$ cat config.mk
export PLATFORM = sky130hd
export DESIGN_NAME = id_ex_stage
export DESIGN_NICKNAME = d
export VERILOG_FILES = /design/src/rtl/id_ex_stage.sv
export SDC_FILE = /design/constraint.sdc
export NUM_CORES = 1
export LEC_CHECK = 0
export ABC_AREA = 1
export BUFFER_PORTS_ARGS = -buffer_cell sky130_fd_sc_hd__buf_2
export CELL_PAD_IN_SITES_DETAIL_PLACEMENT = 0
export CELL_PAD_IN_SITES_GLOBAL_PLACEMENT = 1
export CORE_MARGIN = 2
export CORE_UTILIZATION = 27
export CTS_BUF_LIST = sky130_fd_sc_hd__clkbuf_4
export DETAILED_ROUTE_END_ITERATION = 12
export HOLD_SLACK_MARGIN = 0.03
export PLACE_DENSITY = 0.71
export SLEW_MARGIN = 30
export SYNTH_ARGS = -nofsm -noshare
export SYNTH_HDL_FRONTEND = slang
export SYNTH_SLANG_ARGS = --single-unit
$ cat constraint.sdc
create_clock -name clk -period 6.3 [get_ports clk]
set_input_delay 1.26 -clock clk [delete_from_list [all_inputs] [get_ports clk]]
set_output_delay 1.26 -clock clk [all_outputs]
set_load 0.005 [all_outputs]
$ cat src/rtl/id_ex_stage.sv
// rtl/id_ex_stage.sv - ID/EX pipeline register with load-use detect, halt FSM and bubble counter
//
// Purpose:
//   Registers the decoded instruction for the execute stage. It also handles
//   these cases:
//     - flush: a branch or jump redirect kills the stage contents.
//     - stall: a downstream stall holds every register unchanged.
//     - load-use: a hazard inserts a bubble into the execute stage.
//   An instruction with the Halt bit set moves the stage into HALTED once it
//   is actually captured. HALTED is left only through rst.
//
// Configuration:
//   ID_EX_BUBBLE_CNT_EN - when defined, bubble_cnt counts bubbles written in
//                         RUN and saturates at 16'hFFFF. When undefined,
//                         bubble_cnt is tied to 0.
//
// Ports:
//   clk, rst             clock; asynchronous active-high reset
//   id_valid             decode stage holds a real instruction
//   id_pc                PC of the decoded instruction
//   id_controls          {Halt, MemRead, MemWrite, ToReg[1:0], ALUOP[1:0],
//                         ALUSrc1, ALUSrc2, RegWrite}
//   id_rs1_data,
//   id_rs2_data, id_imm  register-file operands and immediate
//   id_rs1, id_rs2, id_rd source and destination register numbers
//   id_func              {instruction[30], funct3}
//   stall, flush         downstream hold and redirect kill
//   ex_*                 registered copies of the id_* fields
//   load_use_hazard      combinational load-use detect, drives the IF/ID hold
//   halted               registered halt indication
//   bubble_cnt           inserted-bubble count

module id_ex_stage (
  input  logic        clk,
  input  logic        rst,
  input  logic        id_valid,
  input  logic [31:0] id_pc,
  input  logic [9:0]  id_controls,
  input  logic [31:0] id_rs1_data,
  input  logic [31:0] id_rs2_data,
  input  logic [31:0] id_imm,
  input  logic [4:0]  id_rs1,
  input  logic [4:0]  id_rs2,
  input  logic [4:0]  id_rd,
  input  logic [3:0]  id_func,
  input  logic        stall,
  input  logic        flush,
  output logic        ex_valid,
  output logic [31:0] ex_pc,
  output logic [9:0]  ex_controls,
  output logic [31:0] ex_rs1_data,
  output logic [31:0] ex_rs2_data,
  output logic [31:0] ex_imm,
  output logic [4:0]  ex_rs1,
  output logic [4:0]  ex_rs2,
  output logic [4:0]  ex_rd,
  output logic [3:0]  ex_func,
  output logic        load_use_hazard,
  output logic        halted,
  output logic [15:0] bubble_cnt
);

  typedef enum logic {
    S_RUN    = 1'b0,
    S_HALTED = 1'b1
  } state_e;

  state_e      state_q, state_d;
  logic        halted_q, halted_d;

  logic        ex_valid_q, ex_valid_d;
  logic [31:0] ex_pc_q, ex_pc_d;
  logic [9:0]  ex_controls_q, ex_controls_d;
  logic [31:0] ex_rs1_data_q, ex_rs1_data_d;
  logic [31:0] ex_rs2_data_q, ex_rs2_data_d;
  logic [31:0] ex_imm_q, ex_imm_d;
  logic [4:0]  ex_rs1_q, ex_rs1_d;
  logic [4:0]  ex_rs2_q, ex_rs2_d;
  logic [4:0]  ex_rd_q, ex_rd_d;
  logic [3:0]  ex_func_q, ex_func_d;

  logic        hazard;
  logic        write_bubble;
  logic        do_load;

  // A load sitting in EX cannot forward its data to the instruction in ID
  // in time. Writes to x0 never create a dependency.
  assign hazard = ex_valid_q & ex_controls_q[8] & (ex_rd_q != 5'd0) & id_valid &
                  ((ex_rd_q == id_rs1) | (ex_rd_q == id_rs2));

  // Next-state selection: flush > stall > load-use > load while running.
  always_comb begin
    state_d      = state_q;
    write_bubble = 1'b0;
    do_load      = 1'b0;

    case (state_q)
      S_RUN: begin
        if (flush) begin
          write_bubble = 1'b1;
        end else if (stall) begin
          write_bubble = 1'b0;
        end else if (hazard) begin
          write_bubble = 1'b1;
        end else begin
          do_load = 1'b1;
          // Only a halt that is really captured stops the machine. A halt
          // that is flushed, stalled or bubbled is discarded.
          if (id_valid && id_controls[9]) begin
            state_d = S_HALTED;
          end
        end
      end
      S_HALTED: begin
        write_bubble = 1'b1;
      end
      default: begin
        state_d      = S_RUN;
        write_bubble = 1'b1;
      end
    endcase

    halted_d = (state_d == S_HALTED);
  end

  // Datapath next-state. When neither a bubble nor a load is selected, the
  // registers keep their values.
  always_comb begin
    ex_valid_d    = ex_valid_q;
    ex_pc_d       = ex_pc_q;
    ex_controls_d = ex_controls_q;
    ex_rs1_data_d = ex_rs1_data_q;
    ex_rs2_data_d = ex_rs2_data_q;
    ex_imm_d      = ex_imm_q;
    ex_rs1_d      = ex_rs1_q;
    ex_rs2_d      = ex_rs2_q;
    ex_rd_d       = ex_rd_q;
    ex_func_d     = ex_func_q;

    if (write_bubble) begin
      ex_valid_d    = 1'b0;
      ex_pc_d       = 32'd0;
      ex_controls_d = 10'd0;
      ex_rs1_data_d = 32'd0;
      ex_rs2_data_d = 32'd0;
      ex_imm_d      = 32'd0;
      ex_rs1_d      = 5'd0;
      ex_rs2_d      = 5'd0;
      ex_rd_d       = 5'd0;
      ex_func_d     = 4'd0;
    end else if (do_load) begin
      ex_valid_d    = id_valid;
      ex_pc_d       = id_pc;
      // An invalid slot must not carry side-effecting controls downstream.
      ex_controls_d = id_valid ? id_controls : 10'd0;
      ex_rs1_data_d = id_rs1_data;
      ex_rs2_data_d = id_rs2_data;
      ex_imm_d      = id_imm;
      ex_rs1_d      = id_rs1;
      ex_rs2_d      = id_rs2;
      ex_rd_d       = id_rd;
      ex_func_d     = id_func;
    end
  end

  always_ff @(posedge clk or posedge rst) begin
    if (rst) begin
      state_q       <= S_RUN;
      halted_q      <= 1'b0;
      ex_valid_q    <= 1'b0;
      ex_pc_q       <= 32'd0;
      ex_controls_q <= 10'd0;
      ex_rs1_data_q <= 32'd0;
      ex_rs2_data_q <= 32'd0;
      ex_imm_q      <= 32'd0;
      ex_rs1_q      <= 5'd0;
      ex_rs2_q      <= 5'd0;
      ex_rd_q       <= 5'd0;
      ex_func_q     <= 4'd0;
    end else begin
      state_q       <= state_d;
      halted_q      <= halted_d;
      ex_valid_q    <= ex_valid_d;
      ex_pc_q       <= ex_pc_d;
      ex_controls_q <= ex_controls_d;
      ex_rs1_data_q <= ex_rs1_data_d;
      ex_rs2_data_q <= ex_rs2_data_d;
      ex_imm_q      <= ex_imm_d;
      ex_rs1_q      <= ex_rs1_d;
      ex_rs2_q      <= ex_rs2_d;
      ex_rd_q       <= ex_rd_d;
      ex_func_q     <= ex_func_d;
    end
  end

`ifdef ID_EX_BUBBLE_CNT_EN
  // Count only bubbles that replace real pipeline slots while running. A
  // flush and a load-use hazard in the same cycle still produce one bubble.
  logic        count_en;
  logic [15:0] bubble_cnt_q;

  assign count_en = write_bubble & (state_q == S_RUN);

  always_ff @(posedge clk or posedge rst) begin
    if (rst) begin
      bubble_cnt_q <= 16'd0;
    end else if (count_en && (bubble_cnt_q != 16'hFFFF)) begin
      bubble_cnt_q <= bubble_cnt_q + 16'd1;
    end
  end

  assign bubble_cnt = bubble_cnt_q;
`else
  assign bubble_cnt = 16'd0;
`endif

  assign load_use_hazard = hazard;
  assign halted          = halted_q;
  assign ex_valid        = ex_valid_q;
  assign ex_pc           = ex_pc_q;
  assign ex_controls     = ex_controls_q;
  assign ex_rs1_data     = ex_rs1_data_q;
  assign ex_rs2_data     = ex_rs2_data_q;
  assign ex_imm          = ex_imm_q;
  assign ex_rs1          = ex_rs1_q;
  assign ex_rs2          = ex_rs2_q;
  assign ex_rd           = ex_rd_q;
  assign ex_func         = ex_func_q;

endmodule

==> qor.yml <==
port_buffers: 321
path_class: "in2out"
overflow: 0
holdBufCountCts: 0
whs_ps: 523
avgRoutedWirePerCell_microns: 17.0
clockBufferDepth: 2
cts_tree: "built"
dp.final_hpwl_microns: 15500
rows: 60
tightest_slew_ps: 938
grt_max_degree: 105
critPathBufInv: 4
routabilityCongestion: 0.796
synthesis.area_sq_um: 7390
critPathLaunchType: "input port"
hold_path.class: "reg2reg"
cts_root_buffer: "clkbuf_4"
vias_per_cell: 4.60
area_delta_synth_final_pct: 26.2
synth.distinct_cells: 25
endpoint_kind: "output pin"
grt_pass1_wl_microns: 36900
pre_cts_ws_ps: 2550
setup_ws_ps: 2870
cts_made_buffers: 17
crit_chain: "buf_2 > inv_1 > nand2_1 > nand2_1 > nor2_1 > nand3_1 > nand2_2 > nand2_4 > inv_1 > buf_2"
ys_ff_latch: 159
clock_skew_ps: 29.5
synth-seq-area-share_pct: 53.9
drc: 0
fin_crit_ps: 3430
dieWidth_microns: 169
cap_violations: 0
die_y_microns: 169
ioPinCount: 338
crit_slowest_cell: "buf_2"
fillers: 2844
finalSetupViolCount: 0
max_stage_delay_ps: 130
ctsResizeCount: 0
vdd_drop_max_uv: 110
drt_first_pass_iters: 4
htreeDepth: 4
min_period_over_period_pct: 54.5
cts.sinks: 159
dieArea_sq_um: 28700
worstPathArrival_ps: 2170
mostFrequentLayoutCell: "buf_2"
path_max_fanout: 4
slew_headroom_pct: 37.5
hold_viol: 0
critPathRequiredTime_ps: 5040
syn_avg_cell_area_sq_um: 9.57
stdcell_count: 1408
multi_input_area_sq_um: 2840
clk_pin_slew_worst_paths_ps: 130
dpl.cell_count: 1374
drt_wl_total_microns: 23900
nNetsFinal: 1214
worstSkewPairLatency_ps: 570
drt.antenna.violating_nets: 0
rsz0062_at_grt: "no"
final-max-slew-violation-count: 0
drt_iter0_markers: 356
tns_ps: 0
seq_area_sq_um: 3980
ys.warnings.count: 0
syn_inst: 772
core_area_sq_um: 26900
grt_pass1_vias: 6492
initial_utilization_pct: 27.5
power_density_nw_per_um2: 205
crit_family: "simple AND/OR/NAND/NOR gates"
postCtsSetupBuffers: 0
track_usage_pct: 16.4
mostFrequentLayoutCells: "buf_2 (320), nand2_1 (171), dfrtp_1 (159)"
num_vias: 6478
fmax_mhz: 291
drive_gt1_share_pct: 45.2
p_leak_nw: 5.08
antenna_found_initial: 1
status: "completed"
cell families (layout without fill, tap and decap cells):
logic type      count (synthesis)  after routing  share of synthesized area [%]
compound gates                159            159                           16.0
xor+xnor                        2              2                          0.237
buf+inv                       109            387                           8.71
flops                         159            159                           53.9
mux                             9              9                           1.37
other cells                     1             18                         0.0508
simple gates                  333            333                           19.8
worst reg2reg max path: stages (launching register included):
cell and delay [ps]:
dfrtp_1 480, inv_2 90, nand2_1 60, nand2_1 50
nor2_1 110, nand3_1 110, nand2_2 120, nand2_4 90
nand2_8 610, buf_4 860, o21ai_0 220
area by class of cell:
class	instances	share of cell area, %
inverter	27	1.19
tap	341	4.58
clock buffer	19	1.53
sequential	159	42.7
clock inverter	13	1.66
timing repair buffer	328	17.9
antenna	2	0.0537
multi-input combinational	519	30.4
per-layer routing:
metal	part of all wire [%]	routed length, microns	track usage (%)
met5	0	0	0
met2	47	11200	26.8
met4	1.2	295	4.57
met3	8.8	2100	5.41
met1	43	10300	20.9
stage by stage:
| stage | instance area (sq um) | total power, mW | utilization, % |
|---|---|---|---|
| floorplan | 7440 | 1.17 | - |
| global placement | 9010 | 1.26 | 33.5 |
| detailed placement | 9020 | 1.26 | 33.6 |
| CTS | 9320 | 1.95 | 34.7 |
| global route | 9320 | 2.01 | 34.7 |
| finish | 9320 | 1.91 | 34.7 |
sequential cells by signal, summed over array words and instances, names as in the netlist, 4 cells and up:
signal	cells
ex_rs1_data	32
ex_imm	32
ex_rs2	5
ex_func	4
ex_rd	5
ex_rs1	5
ex_rs2_data	32
ex_pc	32
ex_controls	10
power breakdown:
group / switching (mW) / internal (mW) / total, mW
sequential: 0.00628 / 1.03 / 1.04
clock: 0.420 / 0.254 / 0.674
combinational: 0.131 / 0.0672 / 0.198
path summary, 6_finish.rpt:
path	startpoint	cells after the start	slack, ps	end
worst max-delay path	id_rs2[4]	10	2870	load_use_hazard
worst min-delay path	ex_imm[24]	2	520	ex_imm[24]
worst max register to register	ex_rd[4]	10	3380	ex_imm[10]
worst min register to register	ex_imm[24]	2	520	ex_imm[24]
max in group asynchronous	rst	3	4230	ex_rs1_data[13]
min in group asynchronous	rst	2	850	ex_rs2_data[13]
Yosys cell counts, drive strengths merged:
| master | n | share of area, % |
|---|---|---|
| nand3 | 147 | 10 |
| xnor2 | 2 | 0.24 |
| dfrtp | 159 | 54 |
| nand4 | 2 | 0.17 |
| a21oi | 10 | 0.68 |
| mux2 | 9 | 1.4 |
| o22ai | 5 | 0.42 |
| nor2 | 9 | 0.46 |
| conb | 1 | 0.051 |
| o21ai | 143 | 15 |
| clkbuf | 40 | 2.0 |
| o21bai | 1 | 0.10 |
| inv | 27 | 1.4 |
| buf | 42 | 5.3 |
| nand2 | 175 | 9.1 |
No activity file was read; power rests on OpenSTA's default activity.
